`config.mk`:
```
export PLATFORM = sky130hd
export DESIGN_NAME = bcd_ascii_streamer_flat
export DESIGN_NICKNAME = d
export VERILOG_FILES = /design/src/rtl/bcd_ascii_streamer_pkg.sv /design/src/rtl/bcd_ascii_streamer_if.sv /design/src/rtl/bcd_digit_to_ascii.sv /design/src/rtl/bcd_ascii_streamer.sv /design/src/flat_wrapper.sv
export SDC_FILE = /design/constraint.sdc
export NUM_CORES = 1
export LEC_CHECK = 0
export CAP_MARGIN = 20
export CORE_MARGIN = 4
export CORE_UTILIZATION = 45
export CTS_CLUSTER_DIAMETER = 50
export CTS_CLUSTER_SIZE = 16
export DETAILED_ROUTE_END_ITERATION = 16
export PLACE_DENSITY = 0.72
export RECOVER_POWER = 50
export REMOVE_ABC_BUFFERS = 1
export SETUP_SLACK_MARGIN = 0.3
export SYNTH_ARGS = -nofsm -noshare
export SYNTH_HDL_FRONTEND = slang
export SYNTH_SLANG_ARGS = --single-unit
```
`constraint.sdc`:
```
create_clock -name clk -period 2.5 [get_ports clk]
set_clock_uncertainty 0.2 [all_clocks]
set_input_delay 0.75 -clock clk [delete_from_list [all_inputs] [get_ports clk]]
set_output_delay 0.75 -clock clk [all_outputs]
set_load 0.02 [all_outputs]
```
`src/rtl/bcd_ascii_streamer_pkg.sv`:
```
// bcd_ascii_streamer_pkg: shared state encoding, ASCII constants and default digit count
package bcd_ascii_streamer_pkg;
    typedef enum logic [2:0] {IDLE, SKIP, SEND, CR, LF, REARM} state_t;
    localparam logic [7:0] ASC_ZERO = 8'h30;
    localparam logic [7:0] ASC_ERR = 8'h3F;
    localparam logic [7:0] ASC_CR = 8'h0D;
    localparam logic [7:0] ASC_LF = 8'h0A;
    localparam int DEF_NUM_DIGITS = 7;
endpackage

```
`src/rtl/bcd_ascii_streamer_if.sv`:
```
// bcd_ascii_streamer_if: BCD capture inputs and ASCII byte-stream handshake
interface bcd_ascii_streamer_if import bcd_ascii_streamer_pkg::*; #(
    parameter int NUM_DIGITS = DEF_NUM_DIGITS
);
    logic [4*NUM_DIGITS-1:0] bcd_in;
    logic bcd_valid;
    logic [7:0] tx_data;
    logic tx_valid;
    logic tx_ready;
    logic busy;
    logic done;
    logic digit_err;
    modport master (output bcd_in, bcd_valid, tx_ready, input tx_data, tx_valid, busy, done, digit_err);
    modport slave (input bcd_in, bcd_valid, tx_ready, output tx_data, tx_valid, busy, done, digit_err);
endinterface

```
`src/rtl/bcd_digit_to_ascii.sv`:
```
// bcd_digit_to_ascii: maps one BCD nibble to its ASCII digit, '?' for nibbles above 9
module bcd_digit_to_ascii import bcd_ascii_streamer_pkg::*; (
    input  logic [3:0] i_digit,
    output logic [7:0] o_ascii,
    output logic       o_err
);
    assign o_err = i_digit > 4'd9;
    assign o_ascii = o_err ? ASC_ERR : ASC_ZERO + {4'd0, i_digit};
endmodule

```
`src/rtl/bcd_ascii_streamer.sv`:
```
// bcd_ascii_streamer: streams a captured packed BCD value as ASCII bytes with optional CR/LF
module bcd_ascii_streamer import bcd_ascii_streamer_pkg::*; #(
    parameter int NUM_DIGITS = DEF_NUM_DIGITS,
    parameter bit SUPPRESS_ZEROS = 1'b1,
    parameter bit APPEND_CRLF = 1'b1
) (
    input logic clk,
    input logic reset,
    bcd_ascii_streamer_if.slave bus
);
    localparam int IW = NUM_DIGITS > 1 ? $clog2(NUM_DIGITS) : 1;
    localparam logic [IW-1:0] LAST_IDX = IW'(NUM_DIGITS - 1);
    state_t r_state, w_next;
    logic [4*NUM_DIGITS-1:0] r_bcd;
    logic [IW-1:0] r_idx;
    logic r_err, r_done;
    logic [3:0] w_digit;
    logic [7:0] w_ascii;
    logic w_bad, w_capture, w_skip, w_xfer, w_last, w_dec, w_idx_zero;
    assign w_digit = 4'(r_bcd >> {r_idx, 2'b00});
    bcd_digit_to_ascii u_map (.i_digit(w_digit), .o_ascii(w_ascii), .o_err(w_bad));
    assign w_idx_zero = r_idx == '0;
    assign w_capture = r_state == IDLE && bus.bcd_valid;
    assign w_skip = SUPPRESS_ZEROS && r_state == SKIP && w_digit == 4'd0 && !w_idx_zero;
    assign bus.tx_valid = r_state inside {SEND, CR, LF};
    assign w_xfer = bus.tx_valid && bus.tx_ready;
    assign w_last = w_xfer && (r_state == LF || (r_state == SEND && w_idx_zero && !APPEND_CRLF));
    assign w_dec = w_skip || (r_state == SEND && w_xfer && !w_idx_zero);
    assign bus.tx_data = r_state == SEND ? w_ascii : r_state == CR ? ASC_CR : r_state == LF ? ASC_LF : 8'h00;
    assign bus.busy = !(r_state inside {IDLE, REARM});
    assign bus.done = r_done;
    assign bus.digit_err = r_err;
    // next-state selection; bytes only advance on an accepted handshake
    always_comb begin
        w_next = r_state;
        case (r_state)
            IDLE:    w_next = bus.bcd_valid ? SKIP : IDLE;
            SKIP:    w_next = w_skip ? SKIP : SEND;
            SEND:    w_next = !w_xfer || !w_idx_zero ? SEND : APPEND_CRLF ? CR : REARM;
            CR:      w_next = w_xfer ? LF : CR;
            LF:      w_next = w_xfer ? REARM : LF;
            REARM:   w_next = bus.bcd_valid ? REARM : IDLE;
            default: w_next = IDLE;
        endcase
    end
    // state, captured value, digit index, sticky error and done pulse
    always_ff @(posedge clk) begin
        if (reset) begin
            r_state <= IDLE;
            r_bcd <= '0;
            r_idx <= '0;
            r_err <= 1'b0;
            r_done <= 1'b0;
        end else begin
            r_state <= w_next;
            r_done <= w_last;
            if (w_capture) begin
                r_bcd <= bus.bcd_in;
                r_idx <= LAST_IDX;
                r_err <= 1'b0;
            end else begin
                if (w_dec) r_idx <= r_idx - IW'(1);
                if (r_state == SEND && w_bad) r_err <= 1'b1;
            end
        end
    end
endmodule

```
`src/flat_wrapper.sv`:
```
// flat-port wrapper written by rule: the top's interface ports become plain ports
module bcd_ascii_streamer_flat import bcd_ascii_streamer_pkg::*;
#(
    parameter int NUM_DIGITS = DEF_NUM_DIGITS,
    parameter bit SUPPRESS_ZEROS = 1'b1,
    parameter bit APPEND_CRLF = 1'b1
)
  (clk, reset, bus_bcd_in, bus_bcd_valid, bus_tx_ready, bus_tx_data, bus_tx_valid, bus_busy, bus_done, bus_digit_err);
  bcd_ascii_streamer_if #(.NUM_DIGITS(NUM_DIGITS)) bus_i ();
  input logic clk;
  input logic reset;
  input wire logic [$bits(bus_i.bcd_in)-1:0] bus_bcd_in;
  input wire logic [$bits(bus_i.bcd_valid)-1:0] bus_bcd_valid;
  input wire logic [$bits(bus_i.tx_ready)-1:0] bus_tx_ready;
  output wire logic [$bits(bus_i.tx_data)-1:0] bus_tx_data;
  output wire logic [$bits(bus_i.tx_valid)-1:0] bus_tx_valid;
  output wire logic [$bits(bus_i.busy)-1:0] bus_busy;
  output wire logic [$bits(bus_i.done)-1:0] bus_done;
  output wire logic [$bits(bus_i.digit_err)-1:0] bus_digit_err;
  assign bus_i.bcd_in = bus_bcd_in;
  assign bus_i.bcd_valid = bus_bcd_valid;
  assign bus_i.tx_ready = bus_tx_ready;
  assign bus_tx_data = bus_i.tx_data;
  assign bus_tx_valid = bus_i.tx_valid;
  assign bus_busy = bus_i.busy;
  assign bus_done = bus_i.done;
  assign bus_digit_err = bus_i.digit_err;
  bcd_ascii_streamer #(.NUM_DIGITS(NUM_DIGITS), .SUPPRESS_ZEROS(SUPPRESS_ZEROS), .APPEND_CRLF(APPEND_CRLF)) u_core (.clk(clk), .reset(reset), .bus(bus_i));
endmodule
```
# Word level (Yosys, flattened, before mapping)
# Cells that the tools add are included.
[totals]
reg_bits = 36
input_bits = 32
word_cells = 48
output_inout_bits = 12
[classes]
add_sub_neg = 2
n_shift = 1
n_mux = 13
magnitude_cmp = 1
eq_ne = 5
n_reduce_logical = 20
[op_table]
columns = ["operator", "count"]
rows = [
  ["$shr A28 B5 Y4", 1],
  ["$pmux W3 S6", 1],
  ["$mux W8", 2],
  ["$mux W3", 4],
  ["$logic_and A1 B1 Y1", 8],
  ["$add A6 B4 Y7 const A", 1],
  ["$mux W7", 1],
  ["$eq A3 B2 Y1 const B", 2],
  ["$eq A3 B3 Y1 const B", 2],
  ["$logic_not A3 Y1", 2],
  ["$gt A4 B4 Y1 const B", 1],
  ["$logic_not A4 Y1", 1],
  ["$mux W4", 1],
  ["$reduce_bool A2 Y1", 2],
  ["$eq A3 B1 Y1 const B", 1],
  ["$logic_not A1 Y1", 3],
  ["$mux W1", 3],
  ["$reduce_bool A3 Y1", 1],
  ["$sub A3 B1 Y3 const B", 1],
  ["$logic_or A1 B1 Y1", 2],
  ["$mux W2", 1],
  ["$reduce_or A2 Y1", 1],
]

# Logic depth before layout (Yosys ltp)
# Gate-level depths: netlist (run 1).
[logic_depth]
ltp_word = 8
mapped_depth = 9
mapped_depth_nobuf = 7

# Cells and area by module
# From an unflattened synthesis (run 1), not the netlist that was laid out.
[unflattened]
hier_cells = 238
hier_area_um2 = 1824.2
[modules_own_cells]
columns = ["mod", "cells_each", "seq_area_each_um2", "area_each_um2", "n_inst"]
rows = [
  ["bcd_ascii_streamer", 227, 720.7, 1751.7, 1],
  ["bcd_digit_to_ascii", 11, 0.0, 72.6, 1],
]

# Worst setup path before layout (run 1)
# No wires, ideal clock.
[synth_path]
path_kind = "register to output"
startpoint = "register u_core.r_state[2]"
endpoint = "output bus_tx_data[3]"
t_arrival_ns = 1.854
setup_slack_ns = -0.304
required_time_ns = 1.550
stages_incl_launch_ff = 5
path_buffers = 1
path_cell_list = "dfxtp_1 clkbuf_1 nand2b_1 o21ai_0 a21boi_0"
[synth_via]
elab_chain_len = 4
word_cells_on_any_way = 6
cone_classes = "eq/ne: 3; mux: 3"
[synth_lines]
columns = ["item", "line_no", "source"]
rows = [
  ["start, declared", "bcd_ascii_streamer.sv:13", "state_t r_state, w_next;"],
  ["start signal, assigned", "bcd_ascii_streamer.sv:55", "r_state <= w_next;"],
  ["$eq A3 B3 Y1", "bcd_ascii_streamer.sv:29", "assign bus.tx_data = r_state == SEND ? w_ascii : r_state == CR ? ASC_CR : r_state == LF ? ASC_LF : 8'h00;"],
  ["$mux W4", "bcd_ascii_streamer.sv:29", ""],
  ["$mux W8", "bcd_ascii_streamer.sv:29", ""],
  ["$mux W8 *", "bcd_ascii_streamer.sv:29", ""],
  ["end, declared", "flat_wrapper.sv:15", "output wire logic [$bits(bus_i.tx_data)-1:0] bus_tx_data;"],
]
# Every way passes the cells marked *; elsewhere a longest branch is shown, timed or not.

# Final worst setup path (run 1)
[layout_path]
startpoint = "register u_core.r_idx[0]"
endpoint = "output bus_tx_data[3]"
[layout_via]
elab_chain_len = 4
word_cells_on_any_way = 5
cone_classes = "add/sub: 1; order compare: 1; shift: 1; mux: 2"
[layout_lines]
columns = ["item", "line_no", "source"]
rows = [
  ["start, declared", "bcd_ascii_streamer.sv:15", "logic [IW-1:0] r_idx;"],
  ["start signal, assigned", "bcd_ascii_streamer.sv:62", "if (w_dec) r_idx <= r_idx - IW'(1);"],
  ["$shr A28 B5 Y4 *", "bcd_ascii_streamer.sv:20", "assign w_digit = 4'(r_bcd >> {r_idx, 2'b00});"],
  ["$add A6 B4 Y7 / $gt A4 B4 Y1 (equally long branches)", "bcd_digit_to_ascii.sv:8, bcd_digit_to_ascii.sv:7", ""],
  ["$mux W7 *", "bcd_digit_to_ascii.sv:8", "assign o_ascii = o_err ? ASC_ERR : ASC_ZERO + {4'd0, i_digit};"],
  ["$mux W8 *", "bcd_ascii_streamer.sv:29", ""],
]
# Marks and branches as above.

==> results.toml, run 1 <==
[status]
outcome = "finished, violations left"
violations = "negative setup slack"

[layout]
drive_gt1_share_pct = 25.2
utilization_pct = 69.6
seqCellArea_sq_um = 737
syn_to_final_growth_pct = 44.8
nNetsFinal = 327
multi_input_area_sq_mm = 0.00106
fill_cells = 303
antenna_cells = 0

[drt]
drc = 0
detail_route.iter0.violations = 75
detail-route-antenna-nets = 0
dr.pass1.iters = 4
vias = 1734
routedWlPerCell_um = 12.4
routed_wl_um = 4250
avgViaCountPerCell = 5.07

[clock_network]
clk_latency_ns = 0.29
clockRootBuffer = "clkbuf_8"
htreeDepth = 2
cts_buffer_depth = 2
cts_tree = "yes"
clkTransAtPathRegs_ns = 0.08
cts_buffers = 5
cts_sinks = 36

[synth]
ys.flop_type = "dfxtp_1"
async_reset_ff_share_pct = 0
netlist_top_cells_area = "dfxtp_1 (39%), nand2_1 (13%), a21oi_1 (9.3%)"
synthCells = 229
yosysUniqueCellTypes = 38
syn_avg_cell_area_sq_um = 7.98
synth.top_cell.area_share_pct = 39.5
synth_seq_cells = 36
syn_area_sq_mm = 0.00183
synth_top_cell_by_area = "dfxtp_1"
yosysSeqAreaShare_pct = 39.5
yosysWarningCount = 0
synth_edf_count = 0

[worst_hold_path]
hold_end = "u_core.r_bcd[8]"
hold_depth = 2
hp-class = "flop to flop"
hp-start = "u_core.r_bcd[8]"

[floorplan]
io_pins = 44
initial_core_util_pct = 48.1
die_h_um = 71.7
rows = 22
die_area_sq_mm = 0.00514
die_x_um = 71.7
core-area_sq_mm = 0.00380

[grt]
grt_pass1_vias = 1663
grt_start_max_net_pins = 37
grt_pass1_wl_um = 7000
grt_usage_pct = 16.7
grt_overflow = 0
grt_antenna_before_repair = 0

[setup_path]
rrSetupSlack_ns = 0.31
worstRegToRegCells = 9
r2r_start = "u_core.r_idx[1]"
r2r_end = "u_core.r_idx[1]"
crit_type = "flop to output pin"
crit_start = "u_core.r_idx[0]"
crit_fanout = 7
endpoint_kind = "output pin"
arrival_ns = 1.88
cp-start-kind = "flop"
cp.required_ns = 1.55

[place]
dp_hpwl_um = 3040
gp_congestion = 0.789
io_buffer_count = 41

[power_and_ir_drop]
finalPower_w = 0.00236
p_leak_nw = 1.02
ir_worst_vdd_uv = 609
power_density_mw_per_mm2 = 894

[sta]
fin_setup_tns_ns = -1.17
min_period_over_period_pct = 113
relSlewSlack_pct = 52.3
period_minus_slack_ns = 2.83
worst_slew_pin_slew_ns = 0.715
holdWs_ns = 0.256
hold_viol = 0
setup_ws_ns = -0.330
slew_viol_final = 0
rsz0062_at_grt = "true"
fmax_mhz = 353
finalSetupViolCount = 4

[job]
maxCapViolations = 0
per-layer routing:
layer	up-vias	share of wire, %	global-route usage (%)
met2	30	50	29.3
met3	7	3.6	3.09
li1	909	-	-
met1	788	45	20.3
met4	0	1.5	5.64
met5	-	0	0
layout make-up:
cell class,instances,area share [%]
Clock inverter,3,1.61
Timing Repair Buffer,76,25.1
Tap cell,48,2.27
Clock buffer,5,2.60
Multi-Input combinational cell,171,40.2
Inverter,3,0.426
Sequential cell,36,27.9
synth_stat cells, types with 2 or more instances:
cell type  instances
nand2_1           62
dfxtp_1           36
a21oi_1           34
mux2i_1           13
clkbuf_1          10
nor2_1             7
buf_4              6
o21ai_0            6
nand2b_1           5
nor3_1             5
nand3b_1           4
nor2b_1            4
buf_2              3
inv_1              3
nand3_1            3
a22oi_1            2
a31oi_1            2
ha_1               2
mux4_2             2
o211ai_1           2
placed cells by master, fill, tap and decap left out, types with 3 or more instances in the layout:
cell,instances
nand2_1,62
a21oi_1,32
mux2i_2,3
clkbuf_2,3
dfxtp_4,4
clkdlybuf4s50_1,31
buf_4,30
mux2i_1,10
buf_6,7
o21ai_0,3
nand3_1,3
nor3_1,5
nor2b_1,4
clkbuf_8,5
inv_1,3
nand2b_1,3
dfxtp_1,31
nand3b_1,4
nor2_1,4
critical path, stage by stage, from the launching register on:
cell      delay [ns]
dfxtp_4         0.39
mux4_2          0.54
mux2i_4         0.23
buf_4           0.17
a21boi_0        0.09
buf_2           0.17
per-stage QoR:
step / instance area (sq um) / std cells / setup WS, ns
floorplan: 1730 / 210 / -1.31
global placement: 2450 / 328 / -0.527
detailed placement: 2450 / 328 / -0.616
CTS: 2580 / 338 / -0.315
global route: 2650 / 342 / -0.379
finish: 2650 / 342 / -0.330
kinds of logic after synthesis:
family	share of synthesized area, %
AND/OR/NAND/NOR	23.8
AO/OA/AOI/OAI	17.7
flip-flops	39.5
buffers and inverters	6.16
multiplexers	10.8
adder cells (fa/ha/maj)	1.37
other	0.205
XOR/XNOR	0.480
registers in the layout, summed over array words and instances (netlist names):
name,count
u_core.r_bcd,28
u_core.r_idx,3
u_core.r_state,3
u_core.bus.digit_err,1
u_core.bus.done,1
how the worst max path moves through the flow:
stage	end	cells past startpoint
finish	bus_tx_data[3]	5
global route	bus_tx_data[3]	5
CTS	bus_tx_data[0]	6
detailed placement	bus_tx_data[1]	6
global placement	bus_tx_data[1]	6
floorplan	u_core.r_idx[2]	4
where the power goes:
group / internal, W / switching (W) / leakage (nW)
clock: 0.000295 / 0.000213 / 0.0541
combinational: 0.000546 / 0.000538 / 0.665
sequential: 0.000674 / 0.0000983 / 0.298
repair_timing:
item,4_1_cts,5_1_grt
setup endpoints to repair,10,7
cloned,0,0
pin swaps,4,9
hold buffers,0,0
resized for setup,45,27
setup buffers,2,4
(Power assumes the default switching activity.)
==> run 2: changes to the inputs <==
--- a/config.mk
+++ b/config.mk
@@ -6,6 +6,7 @@
 export NUM_CORES = 1
 export LEC_CHECK = 0
 export CAP_MARGIN = 20
+export CORE_ASPECT_RATIO = 1.4
 export CORE_MARGIN = 4
 export CORE_UTILIZATION = 45
 export CTS_CLUSTER_DIAMETER = 50
==> run 2 against run 1 <==
Effect of this change:
- the flow still finishes with violations (negative setup slack)
- hold slack worse by 0.00054 ns
- global-route usage is 0.91 points higher
- final cell count is 3.8% lower
- critical path depth is 1 higher
- register-to-register slack better by 0.10 ns
- sequential cell count stayed put
- first-iteration DRC count is 16% lower
- maximum frequency is 2.7% higher
- clock-buffer cell count is 1 higher
- clock power is 26% lower
- final area is 5.3% lower
- via count is 2.7% lower
- largest cell class unchanged
==> results.toml, run 2 (synthesis results as in run 1) <==
[status]
outcome = "finished, violations left"
violations = "negative setup slack"

[setup_path]
path_cells = "mux4_2 -> mux2i_4 -> nor2_2 -> nor2_2 -> a21oi_1 -> buf_4"
crit_fanout = 7
cp_num_buf_inv = 1
cp.required_ns = 1.55
cp-start-kind = "flop"
slowest_stage = "mux4_2"
endpoint_kind = "output pin"
arrival_ns = 1.80
slowest_delay_ns = 0.54
worstRegToRegCells = 6
crit_type = "flop to output pin"
cp_common_cell = "nor2_2"
crit_family = "multiplexers"
cp.depth = 6

[clock_network]
clockRootBuffer = "clkbuf_8"
cts_sinks = 36
cts_buffer_depth = 2
holdBufCountCts = 0
clk_latency_ns = 0.28
clkTransAtPathRegs_ns = 0.07
cts_tree = "yes"
htreeDepth = 2
cts_buffers = 5

[layout]
mostFrequentLayoutCells = "nand2_1 (62), a21oi_1 (34), dfxtp_1 (32)"
finalNonFillerCells = 329
fill_cells = 362
final_common_cell = "nand2_1"
top_regs = "u_core.r_bcd x28, u_core.r_idx x3, u_core.r_state x3"
largest_reg_flops = 28
top_register = "u_core.r_bcd"
nNetsFinal = 320
drive_gt1_share_pct = 19.9
syn_to_final_growth_pct = 37.1
antenna_cells = 0

[place]
io_buffer_count = 41
placed_cells = 321
gp_congestion = 0.882
place_ws_ns = -0.502
dp_hpwl_um = 3150

[sta]
slew_viol_final = 0
rsz0062_at_grt = "true"
relSlewSlack_pct = 52.2
holdWs_ns = 0.256
worst_slew_pin_slew_ns = 0.710
fmax_mhz = 363
hold_viol = 0
setup_ws_ns = -0.254
finalSetupViolCount = 4
period_minus_slack_ns = 2.75
min_period_over_period_pct = 110

[drt]
avgViaCountPerCell = 5.13
routedWlPerCell_um = 12.6
dr.pass1.iters = 4
detail_route.iter0.violations = 63
routed_wl_um = 4130
vias = 1688
drc = 0
detail-route-antenna-nets = 0

[floorplan]
die_h_um = 83.4
core-area_sq_mm = 0.00392
io_pins = 44
die_area_sq_mm = 0.00516
rows = 27
initial_core_util_pct = 46.6
die_x_um = 61.8

[grt]
grt_start_max_net_pins = 37
grt_pass1_wl_um = 6960
grt_overflow = 0
grt_usage_pct = 17.6
grt_pass1_vias = 1618
grt_antenna_before_repair = 0

[power_and_ir_drop]
power_density_mw_per_mm2 = 834
ir_worst_vdd_uv = 613
finalPower_w = 0.00209
p_leak_nw = 0.992

[job]
maxCapViolations = 0

[worst_hold_path]
hold_depth = 2
hp-class = "flop to flop"
-- run 2: changes by cell type in the layout (fill, tap and decap cells not counted), moves of 2 or more --
cell            delta
a21oi_1            +2
a21oi_2            -2
buf_2              +2
buf_4              -4
buf_6              -5
dlymetal6s2s_1     +2
mux2i_1            +2
mux2i_2            -2
nor2_2             +2
nor2_4             -2
o21ai_2            -2
-- run 2: path summary, 6_finish.rpt --
kind,start,endpoint,slack [ns]
worst min register to register,u_core.r_bcd[9],u_core.r_bcd[9],0.26
worst min-delay path,u_core.r_bcd[9],u_core.r_bcd[9],0.26
worst max register to register,u_core.r_idx[0],u_core.r_idx[1],0.41
worst max-delay path,u_core.r_idx[0],bus_tx_data[2],-0.25
-- run 2: metal layers --
layer	up-vias	track usage [%]	share of wire, %
met1	753	20.2	41
met5	-	0	0
li1	895	-	-
met3	6	3.73	4.0
met2	34	29.8	53
met4	0	7.53	1.8
-- run 2: cell type report --
class / instances / area (sq um) / share of cell area (%)
Multi-Input combinational cell: 171 / 1020 / 40.8
Sequential cell: 36 / 733 / 29.3
Timing Repair Buffer: 69 / 607 / 24.2
Clock buffer: 6 / 72.6 / 2.90
Tap cell: 43 / 53.8 / 2.15
Inverter: 3 / 11.3 / 0.450
Clock inverter: 1 / 5.00 / 0.200
-- run 2: worst reg2reg max path: cells and delay by family, from the launching register on --
family	cells	cell delay [ns]
DFF	1	0.39
muxes	2	0.73
buffers and inverters	1	0.16
AOI/OAI and AO/OA	2	0.39
and+or+nand+nor	1	0.13
-- run 2: power by group --
| group | leakage, nW | switching (W) | internal, W | total (W) |
|---|---|---|---|---|
| combinational | 0.653 | 0.000495 | 0.000454 | 0.000948 |
| sequential | 0.297 | 0.0000876 | 0.000675 | 0.000763 |
| clock | 0.0410 | 0.000188 | 0.000189 | 0.000377 |
-- run 2: through the flow --
step / util (%) / TNS (ns) / cell area [sq um]
2_1_floorplan: - / -35.95 / 1730
3_3_place_gp: 61.6 / -1.76 / 2410
3_5_place_dp: 61.6 / -1.95 / 2410
4_1_cts: 63.9 / -1.06 / 2500
5_1_grt: 63.9 / -1.36 / 2500
6_report: 63.9 / -0.975 / 2500
-- run 2: what timing repair did --
item / CTS / global route
setup endpoints to repair: 16 / 10
buffers inserted: 1 / 0
pin swaps: 0 / 2
cloned: 0 / 0
gates resized for setup: 49 / 12
==> run 3: changes to the inputs <==
==> constraint.sdc (replaced) <==
create_clock -name clk -period 2.8 [get_ports clk]
set_clock_uncertainty 0.2 [all_clocks]
set_input_delay 0.84 -clock clk [delete_from_list [all_inputs] [get_ports clk]]
set_output_delay 0.84 -clock clk [all_outputs]
set_load 0.02 [all_outputs]
==> run 3 against run 2 <==
Effect of this change:
- the flow still finishes with violations (negative setup slack)
- utilization is 0.19 points higher
- hold slack worse by 0.00076 ns
- worst setup slack improved by 0.21 ns
- sequential share of layout area is 0.24 points lower
- clock-buffer cell count fell by 1
- critical endpoint is now bus_tx_data[1]
- largest power group unchanged
- via count is 3.4% higher
==> results.toml, run 3 (synthesis results as in run 1) <==
[status]
violations = "negative setup slack"
outcome = "finished, violations left"

[setup_path]
worstRegToRegCells = 9
rrSetupSlack_ns = 0.41
r2r_end = "u_core.r_idx[1]"
endpoint_kind = "output pin"
slowest_delay_ns = 0.38
crit_type = "flop to output pin"
arrival_ns = 1.81
slowest_stage = "dfxtp_4"
crit_fanout = 7
cp-start-kind = "flop"
cp_common_cell = "buf_4"
path_cells = "buf_4 -> nand3b_1 -> o211ai_1 -> o211ai_2 -> o21ai_0 -> nand2_1 -> a21oi_2 -> buf_4"
cp.required_ns = 1.76
r2r_start = "u_core.r_idx[1]"

[worst_hold_path]
hp-class = "flop to flop"
hold_end = "u_core.r_bcd[20]"
hold_depth = 2
hp-start = "u_core.r_bcd[20]"

[layout]
top_register = "u_core.r_bcd"
mostFrequentLayoutCells = "nand2_1 (62), a21oi_1 (33), dfxtp_1 (33)"
final_common_cell = "nand2_1"
finalNonFillerCells = 329
drive_gt1_share_pct = 19.6
top_regs = "u_core.r_bcd x28, u_core.r_idx x3, u_core.r_state x3"
nNetsFinal = 319
syn_to_final_growth_pct = 37.5
largest_reg_flops = 28
antenna_cells = 0

[sta]
slew_viol_final = 0
rsz0062_at_grt = "true"
period_minus_slack_ns = 2.85
hold_viol = 0
finalSetupViolCount = 4
setup_ws_ns = -0.0488
worst_slew_pin_slew_ns = 0.556
fmax_mhz = 351
min_period_over_period_pct = 102
relSlewSlack_pct = 62.8
fin_setup_tns_ns = -0.146

[place]
placed_cells = 319
gp_congestion = 0.902
io_buffer_count = 41
dp_hpwl_um = 3280

[drt]
detail-route-antenna-nets = 0
drc = 0
avgViaCountPerCell = 5.31
dr.pass1.iters = 4
detail_route.iter0.violations = 90
routedWlPerCell_um = 13.3
vias = 1746
routed_wl_um = 4370

[clock_network]
cts_sinks = 36
htreeDepth = 2
clockRootBuffer = "clkbuf_8"
clk_latency_ns = 0.29
cts_tree = "yes"
cts_buffers = 5
clkTransAtPathRegs_ns = 0.07
cts_buffer_depth = 2

[grt]
grt_antenna_before_repair = 0
grt_start_max_net_pins = 30
grt_pass1_wl_um = 7130
grt_usage_pct = 18.1
grt_pass1_vias = 1629
grt_overflow = 0

[power_and_ir_drop]
p_leak_nw = 0.973
swShare_pct = 35.5
p_clk_share_pct = 22.9
power.switching_w = 0.000699
power_density_mw_per_mm2 = 783
finalPower_w = 0.00197
ir_worst_vdd_uv = 470
p_comb_share_pct = 42.4
p_int_w = 0.00127
sequentialPowerShare_pct = 34.8

[floorplan]
rows = 27
core-area_sq_mm = 0.00392
io_pins = 44
die_area_sq_mm = 0.00516
die_h_um = 83.4
die_x_um = 61.8
initial_core_util_pct = 46.6

[job]
maxCapViolations = 0
run 3: changes by cell type in the layout (fill, tap and decap cells not counted), moves of 2 or more:
cell,before,now
buf_2,4,2
dlygate4sd2_1,0,2
mux2i_1,12,9
mux2i_2,1,4
dlymetal6s2s_1,2,0
dlygate4sd3_1,1,3
o21ai_1,2,0
clkbuf_1,2,0
o21ai_0,4,6
run 3: power groups by stage:
| stage | clock network [W] | registers (W) | logic, W |
|---|---|---|---|
| 4_1_cts | 0.000457 | 0.000674 | 0.000837 |
| 2_1_floorplan | 0 | 0.000694 | 0.000471 |
| 5_1_grt | 0.000481 | 0.000694 | 0.000924 |
| 3_5_place_dp | 0 | 0.000682 | 0.000857 |
| 6_report | 0.000449 | 0.000683 | 0.000833 |
| 3_3_place_gp | 0 | 0.000679 | 0.000851 |
run 3: repair_timing:
action | 4_1_cts | 5_1_grt
gates cloned | 0 | 0
pin swaps | 0 | 3
hold buffers | 0 | 0
resized for setup | 28 | 12
setup buffers | 0 | 2
setup endpoints to repair | 8 | 7
run 3: worst max-delay path by stage:
stage	from	to	slack, ns	depth (start not counted)
2_1_floorplan	bus_bcd_valid	u_core.r_idx[2]	-1.10	4
3_3_place_gp	u_core.r_idx[0]	bus_tx_data[2]	-0.25	6
3_5_place_dp	u_core.r_idx[1]	bus_tx_data[1]	-0.27	8
4_1_cts	u_core.r_idx[0]	bus_tx_data[0]	-0.07	6
5_1_grt	u_core.r_idx[0]	bus_tx_data[2]	-0.15	6
6_report	u_core.r_idx[0]	bus_tx_data[1]	-0.05	8
run 3: stage by stage:
| step | hold slack [ns] | setup slack (ns) | instance area [sq um] | util [%] |
|---|---|---|---|---|
| finish | 0.255 | -0.0488 | 2510 | 64.1 |
| floorplan | 0.227 | -1.10 | 1730 | - |
| global placement | 0.243 | -0.247 | 2410 | 61.6 |
| detailed placement | 0.247 | -0.269 | 2410 | 61.6 |
| global route | 0.286 | -0.154 | 2510 | 64.1 |
| CTS | 0.258 | -0.0672 | 2510 | 64.1 |
run 3: worst max-delay path: cells and delay by family, from the launching register on:
| kind | cells | cell delay [ns] |
|---|---|---|
| buf+inv | 2 | 0.29 |
| flops | 1 | 0.38 |
| simple gates | 2 | 0.25 |
| compound gates | 4 | 0.61 |
run 3: layout make-up:
| type | count | area, sq um |
|---|---|---|
| clock inverters | 3 | 42.5 |
| fillers | 353 | 1410 |
| flip-flops and latches | 36 | 729 |
| inverters | 3 | 11.3 |
| repair buffers | 68 | 599 |
| multi-input cells | 171 | 1010 |
| clock buffers | 5 | 68.8 |
| well taps | 43 | 53.8 |
run 3: layer usage:
metal / vias up / wire (um) / GRT usage (%)
met3: 5 / 192 / 3.73
met4: 0 / 62 / 6.37
met2: 47 / 2320 / 32.0
met1: 799 / 1800 / 20.2
li1: 895 / - / -
met5: - / 0 / 0
